<file path="config.mk">
export PLATFORM = sky130hd
export DESIGN_NAME = fp_addsub_pipe
export DESIGN_NICKNAME = d
export VERILOG_FILES = /design/src/rtl/fp_addsub_pkg.sv /design/src/rtl/fp_lzc.sv /design/src/rtl/fp_addsub_pipe.sv
export SDC_FILE = /design/constraint.sdc
export NUM_CORES = 1
export LEC_CHECK = 0
export ABC_AREA = 1
export BUFFER_PORTS_ARGS = -buffer_cell sky130_fd_sc_hd__buf_2
export CORE_UTILIZATION = 35
export CTS_CLUSTER_DIAMETER = 40
export DETAILED_ROUTE_END_ITERATION = 8
export PLACE_DENSITY_LB_ADDON = 0.25
export REMOVE_ABC_BUFFERS = 1
export SKIP_CTS_REPAIR_TIMING = 1
export SYNTH_ARGS = -nofsm -noshare
export SYNTH_HDL_FRONTEND = slang
export SYNTH_SLANG_ARGS = --single-unit
</file>
<file path="constraint.sdc">
create_clock -name clk -period 2.75 [get_ports clk]
set_input_delay 0.1375 -clock clk [delete_from_list [all_inputs] [get_ports clk]]
set_output_delay 0.1375 -clock clk [all_outputs]
set_load 0.02 [all_outputs]
</file>
<file path="src/rtl/fp_addsub_pkg.sv">
// Shared definitions for the pipelined floating-point adder/subtractor.
// Word format is {sign, exp, man}; exp==0 encodes zero and exp all-ones is an ordinary finite exponent.
package fp_addsub_pkg;

    localparam int EXP_W_DEF = 4;
    localparam int MAN_W_DEF = 7;

    // Field positions for the default format.
    localparam int MAN_LSB  = 0;
    localparam int EXP_LSB  = MAN_W_DEF;
    localparam int SIGN_POS = EXP_W_DEF + MAN_W_DEF;

    function automatic int exp_bias(input int exp_w);
        return (1 << (exp_w - 1)) - 1;
    endfunction

    typedef struct packed {
        logic                 sign;
        logic [EXP_W_DEF-1:0] exp;
        logic [MAN_W_DEF:0]   sig;
    } unpacked_t;

endpackage

</file>
<file path="src/rtl/fp_lzc.sv">
// Leading-zero counter; an all-zero input reports N.
module fp_lzc #(
    parameter  int N  = 8,
    localparam int CW = $clog2(N + 1)
) (
    input  logic [N-1:0]  v,
    output logic [CW-1:0] cnt
);

    logic found;

    always_comb begin
        cnt   = CW'(N);
        found = 1'b0;
        for (int i = N - 1; i >= 0; i--) begin
            if (!found && v[i]) begin
                cnt   = CW'(N - 1 - i);
                found = 1'b1;
            end
        end
    end

endmodule

</file>
<file path="src/rtl/fp_addsub_pipe.sv">
// Three-stage floating-point add/subtract: unpack/align, add/sub, normalise/pack.
// All stages shift together when the output is empty or being consumed; results are truncated.
module fp_addsub_pipe
    import fp_addsub_pkg::*;
#(
    parameter  int EXP_W = EXP_W_DEF,
    parameter  int MAN_W = MAN_W_DEF,
    localparam int W     = 1 + EXP_W + MAN_W
) (
    input  logic         clk,
    input  logic         rst,
    input  logic         in_valid,
    output logic         in_ready,
    input  logic [W-1:0] a,
    input  logic [W-1:0] b,
    input  logic         op_sub,
    output logic         out_valid,
    input  logic         out_ready,
    output logic [W-1:0] z,
    output logic         ovf,
    output logic         unf
);

    localparam int SW = MAN_W + 1;
    localparam int CW = $clog2(SW + 1);
    localparam int XW = EXP_W + CW;
    localparam logic [EXP_W-1:0] EXP_ONES = '1;

    typedef struct packed {
        logic             sign;
        logic [EXP_W-1:0] exp;
        logic [SW-1:0]    sig;
    } op_t;

    function automatic op_t unpack(input logic [W-1:0] x, input logic flip);
        op_t o;
        o.sign = x[W-1] ^ flip;
        o.exp  = x[W-2:MAN_W];
        o.sig  = (o.exp != '0) ? {1'b1, x[MAN_W-1:0]} : '0;
        return o;
    endfunction

    logic adv;
    assign adv      = !out_valid || out_ready;
    assign in_ready = adv;

    // Stage 1: larger magnitude becomes L; S is aligned to L's exponent.
    op_t              opa, opb, opl, ops;
    logic [EXP_W-1:0] d;
    logic [SW-1:0]    s_aligned;

    always_comb begin
        opa = unpack(a, 1'b0);
        opb = unpack(b, op_sub);
        if (a[W-2:0] >= b[W-2:0]) begin
            opl = opa;
            ops = opb;
        end else begin
            opl = opb;
            ops = opa;
        end
        d         = opl.exp - ops.exp;
        s_aligned = (32'(d) >= SW) ? '0 : (ops.sig >> d);
    end

    logic             s1_valid, s1_sign, s1_sub;
    logic [EXP_W-1:0] s1_exp;
    logic [SW-1:0]    s1_sig_l, s1_sig_s;

    logic             s2_valid, s2_sign;
    logic [EXP_W-1:0] s2_exp;
    logic [SW:0]      s2_sum;

    // Stage 3: renormalise the sum and apply saturation / flush.
    logic [CW-1:0] lzc;
    logic [W-1:0]  z_n;
    logic          ovf_n, unf_n;

    fp_lzc #(.N(SW)) u_lzc (
        .v   (s2_sum[SW-1:0]),
        .cnt (lzc)
    );

    always_comb begin
        z_n   = '0;
        ovf_n = 1'b0;
        unf_n = 1'b0;
        if (s2_sum != '0) begin
            if (s2_sum[SW]) begin
                if (s2_exp == EXP_ONES) begin
                    z_n   = {s2_sign, {(W-1){1'b1}}};
                    ovf_n = 1'b1;
                end else begin
                    z_n = {s2_sign, s2_exp + 1'b1, s2_sum[SW-1:1]};
                end
            end else if (XW'(lzc) >= XW'(s2_exp)) begin
                unf_n = 1'b1;
            end else begin
                z_n = {s2_sign, s2_exp - EXP_W'(lzc), MAN_W'(s2_sum[SW-1:0] << lzc)};
            end
        end
    end

    always_ff @(posedge clk or posedge rst) begin
        if (rst) begin
            s1_valid  <= 1'b0;
            s1_sign   <= 1'b0;
            s1_sub    <= 1'b0;
            s1_exp    <= '0;
            s1_sig_l  <= '0;
            s1_sig_s  <= '0;
            s2_valid  <= 1'b0;
            s2_sign   <= 1'b0;
            s2_exp    <= '0;
            s2_sum    <= '0;
            out_valid <= 1'b0;
            z         <= '0;
            ovf       <= 1'b0;
            unf       <= 1'b0;
        end else if (adv) begin
            s1_valid  <= in_valid;
            s1_sign   <= opl.sign;
            s1_sub    <= opl.sign ^ ops.sign;
            s1_exp    <= opl.exp;
            s1_sig_l  <= opl.sig;
            s1_sig_s  <= s_aligned;
            // L >= S in magnitude, so the difference never goes negative.
            s2_valid  <= s1_valid;
            s2_sign   <= s1_sign;
            s2_exp    <= s1_exp;
            s2_sum    <= s1_sub ? ({1'b0, s1_sig_l} - {1'b0, s1_sig_s})
                                : ({1'b0, s1_sig_l} + {1'b0, s1_sig_s});
            out_valid <= s2_valid;
            z         <= z_n;
            ovf       <= ovf_n;
            unf       <= unf_n;
        end
    end

endmodule

</file>
==> impl_metrics.py <==
metrics = {
    "outcome": {
        "run_status": "complete, no violations",
    },
    "floorplanning": {
        "coreArea_um2": 11500,
        "dieArea_um2": 12200,
        "die_y_um": 111,
        "start_util_pct": 36.0,
        "fp.dieW_um": 111,
        "ioPinCount": 45,
        "rows": 39,
    },
    "worst_setup_path": {
        "required_ns": 2.97,
        "worst_ep_arrival_time_ns": 2.78,
        "critPathCaptureType": "register",
        "crit_chain": "nor2_2 -> nand2_2 -> nor2_2 -> nand2_1 -> nor2_2 -> nand2_1 -> nand2_2 -> ha_2 -> fa_2 -> o21ai_1 -> inv_1 -> nor2_2 -> nand2_2 -> nor2_4 -> inv_1 -> a21oi_1 -> o21ai_1 -> nand2_1 -> nand2_1 -> nand2_1",
        "path_max_fanout": 4,
        "start_kind": "register",
        "cp_slowest_cell": "dfrtp_1",
        "rrSetupSlack_ns": 0.20,
        "slowest_delay_ns": 0.41,
        "worst-setup-path-type": "reg -> reg",
        "crit_top_cell": "nand2_1",
    },
    "timing": {
        "post-route-period-util_pct": 92.9,
        "setup_viol": 0,
        "maxSlewHeadroom_pct": 54.9,
        "final-max-slew-violation-count": 0,
        "fin_skew_ns": 0.00696,
        "hold-worst-slack_ns": 0.0169,
        "finalHoldViolCount": 0,
        "worst-slew-pin-transition_ns": 0.676,
        "period_needed_ns": 2.55,
        "fmaxAchievable_ghz": 0.391,
    },
    "logic_synthesis": {
        "synth.largest_area_cell": "dfrtp_1",
        "netlist_area_um2": 4120,
        "yosys-top-cells-count": "nand2_1, inv_1, nand3_1, dfrtp_1, nor2_1",
        "synth_area_per_cell_um2": 6.86,
        "synth_top_area_share_pct": 32.2,
        "syn_inst": 601,
        "async_flop_share_pct": 100,
        "yosys.cell_types.count": 41,
        "ys_top_cells_by_area": "dfrtp_1, nand2_1, ha_1, inv_1, nand3_1",
        "synthFlopType": "dfrtp_1",
        "ys_seq_area_share_pct": 32.2,
        "ys_seq_elements": 53,
        "yosysMostFrequentCell": "nand2_1",
        "synth_edf_count": 0,
        "yosysWarningCount": 0,
    },
    "clock_network": {
        "cts_sinks": 53,
        "htreeDepth": 2,
        "clockBufferDepth": 2,
        "insertion_delay_ns": 0.29,
        "clock-root-buffer": "clkbuf_16",
        "numCtsBuffers": 5,
        "cts_tree": "done",
        "clkTransAtPathRegs_ns": 0.06,
    },
    "placed_design": {
        "dpl_cell_area_um2": 4510,
        "gp_congestion": 0.892,
        "place_inst": 782,
        "dp_hpwl_um": 7660,
        "portBuffers": 44,
    },
    "pwr": {
        "p_leak_uw": 0.00253,
        "ir_drop_v": 0.000564,
        "powerDensity_nw_per_um2": 1040,
    },
    "cells_and_area": {
        "fin_cells": 794,
        "stdcell_area_um2": 4800,
        "antenna_cells": 0,
        "drive_gt1_share_pct": 18.3,
        "final_nets": 708,
        "syn_to_final_growth_pct": 16.5,
        "multi_input_area_um2": 2490,
        "num-fill-cells": 1212,
        "seq_area_um2": 1330,
    },
    "global_route": {
        "grt_first_pass_wirelength_um": 17700,
        "antenna_found_initial": 0,
        "track_usage_pct": 17.0,
        "grt_max_degree": 54,
        "grt_overflow": 0,
        "grt_pass1_vias": 3910,
    },
    "routing": {
        "drtAntennaViolNets": 0,
        "via_per_inst": 4.93,
        "drt_first_pass_iters": 4,
        "drc": 0,
        "wl_um": 10000,
        "first_iter_violations": 180,
        "wl_per_cell_um": 12.6,
        "vias": 3914,
    },
    "flow_run": {
        "max-cap-violations": 0,
    },
    "hold_path": {
        "hold_class": "in -> async",
    },
}
[registers in the layout (all words and copies together), names as in the netlist, 4 cells and up]
| name | flops |
|---|---|
| s1_sig_l | 8 |
| z | 12 |
| s1_exp | 4 |
| s2_exp | 4 |
| s2_sum | 9 |
| s1_sig_s | 8 |
[report_power, final]
group | internal (uW) | total [uW] | switching [uW]
Clock | 359 | 630 | 272
Combinational | 1190 | 3010 | 1810
Sequential | 1090 | 1340 | 249
Total | 2640 | 4980 | 2330
[worst paths after layout]
path	depth (start not counted)	startpoint	end
worst max-delay path	20	s2_sum[4]	z[3]
worst min-delay path	3	rst	s1_exp[2]
worst max register to register	20	s2_sum[4]	z[3]
worst min register to register	1	s2_valid	out_valid
max in group asynchronous	3	rst	s2_sum[1]
min in group clk	3	in_valid	s1_valid
[cells by family after synthesis]
family / Yosys count / share of synthesized area [%]
DFF: 53 / 32.2
adders and majority gates: 28 / 8.86
and+or+nand+nor: 296 / 31.8
xor gates and xnor gates: 10 / 2.12
buffers and inverters: 104 / 10.3
AOI/OAI and AO/OA: 110 / 14.7
[final cells by class]
| class | count | share of cell area [%] |
|---|---|---|
| Multi-Input combinational cell | 444 | 51.8 |
| Sequential cell | 53 | 27.6 |
| Timing Repair Buffer | 60 | 7.09 |
| Inverter | 87 | 6.80 |
| Tap cell | 143 | 3.72 |
| Clock buffer | 7 | 2.97 |
[placed cells by master, fill, tap and decap left out, types with 2 or more instances in the layout]
| cell | n |
|---|---|
| clkbuf_16 | 5 |
| a22oi_2 | 2 |
| a21oi_1 | 36 |
| nor2_2 | 11 |
| xnor2_1 | 3 |
| nor2_4 | 3 |
| a31oi_1 | 4 |
| o21ai_0 | 39 |
| nand3_1 | 54 |
| buf_4 | 16 |
| dfrtp_1 | 53 |
| ha_2 | 2 |
| nand3b_1 | 2 |
| o211ai_1 | 5 |
| nand4_1 | 5 |
| nand2_4 | 3 |
| nor3_1 | 3 |
| buf_2 | 44 |
| ha_1 | 22 |
| o21ai_1 | 10 |
| nand3_2 | 4 |
| o22ai_1 | 4 |
| xor2_1 | 7 |
| nand2_1 | 152 |
| inv_2 | 5 |
| ha_4 | 2 |
| nor2_1 | 43 |
| nand2_2 | 11 |
| a21oi_2 | 3 |
| or2_2 | 2 |
| inv_1 | 81 |
[per-stage QoR]
stage	power, uW	worst slack, ns	TNS [ns]	utilization, %
finish	4980	0.195	0	41.9
global route	5510	-0.0160	-0.0347	41.9
CTS	4730	-0.0282	-0.0288	40.6
detailed placement	4070	-0.0150	-0.0150	39.4
global placement	4010	0.0909	0	39.4
floorplan	3310	-1.50	-52.83	-
[routing by layer]
metal,wire [um],GRT usage (%)
met1,4740,21.7
met2,4880,30.1
met3,249,1.81
met4,165,5.07
met5,0,0
[worst max-delay path: cells and delay by family (launching register included)]
kind | cells | cell delay, ns
buf+inv | 2 | 0.15
fa+ha+maj | 2 | 0.56
simple gates | 13 | 1.04
compound gates | 3 | 0.34
flops | 1 | 0.41
Note: power is estimated with default switching activity, not from simulation.
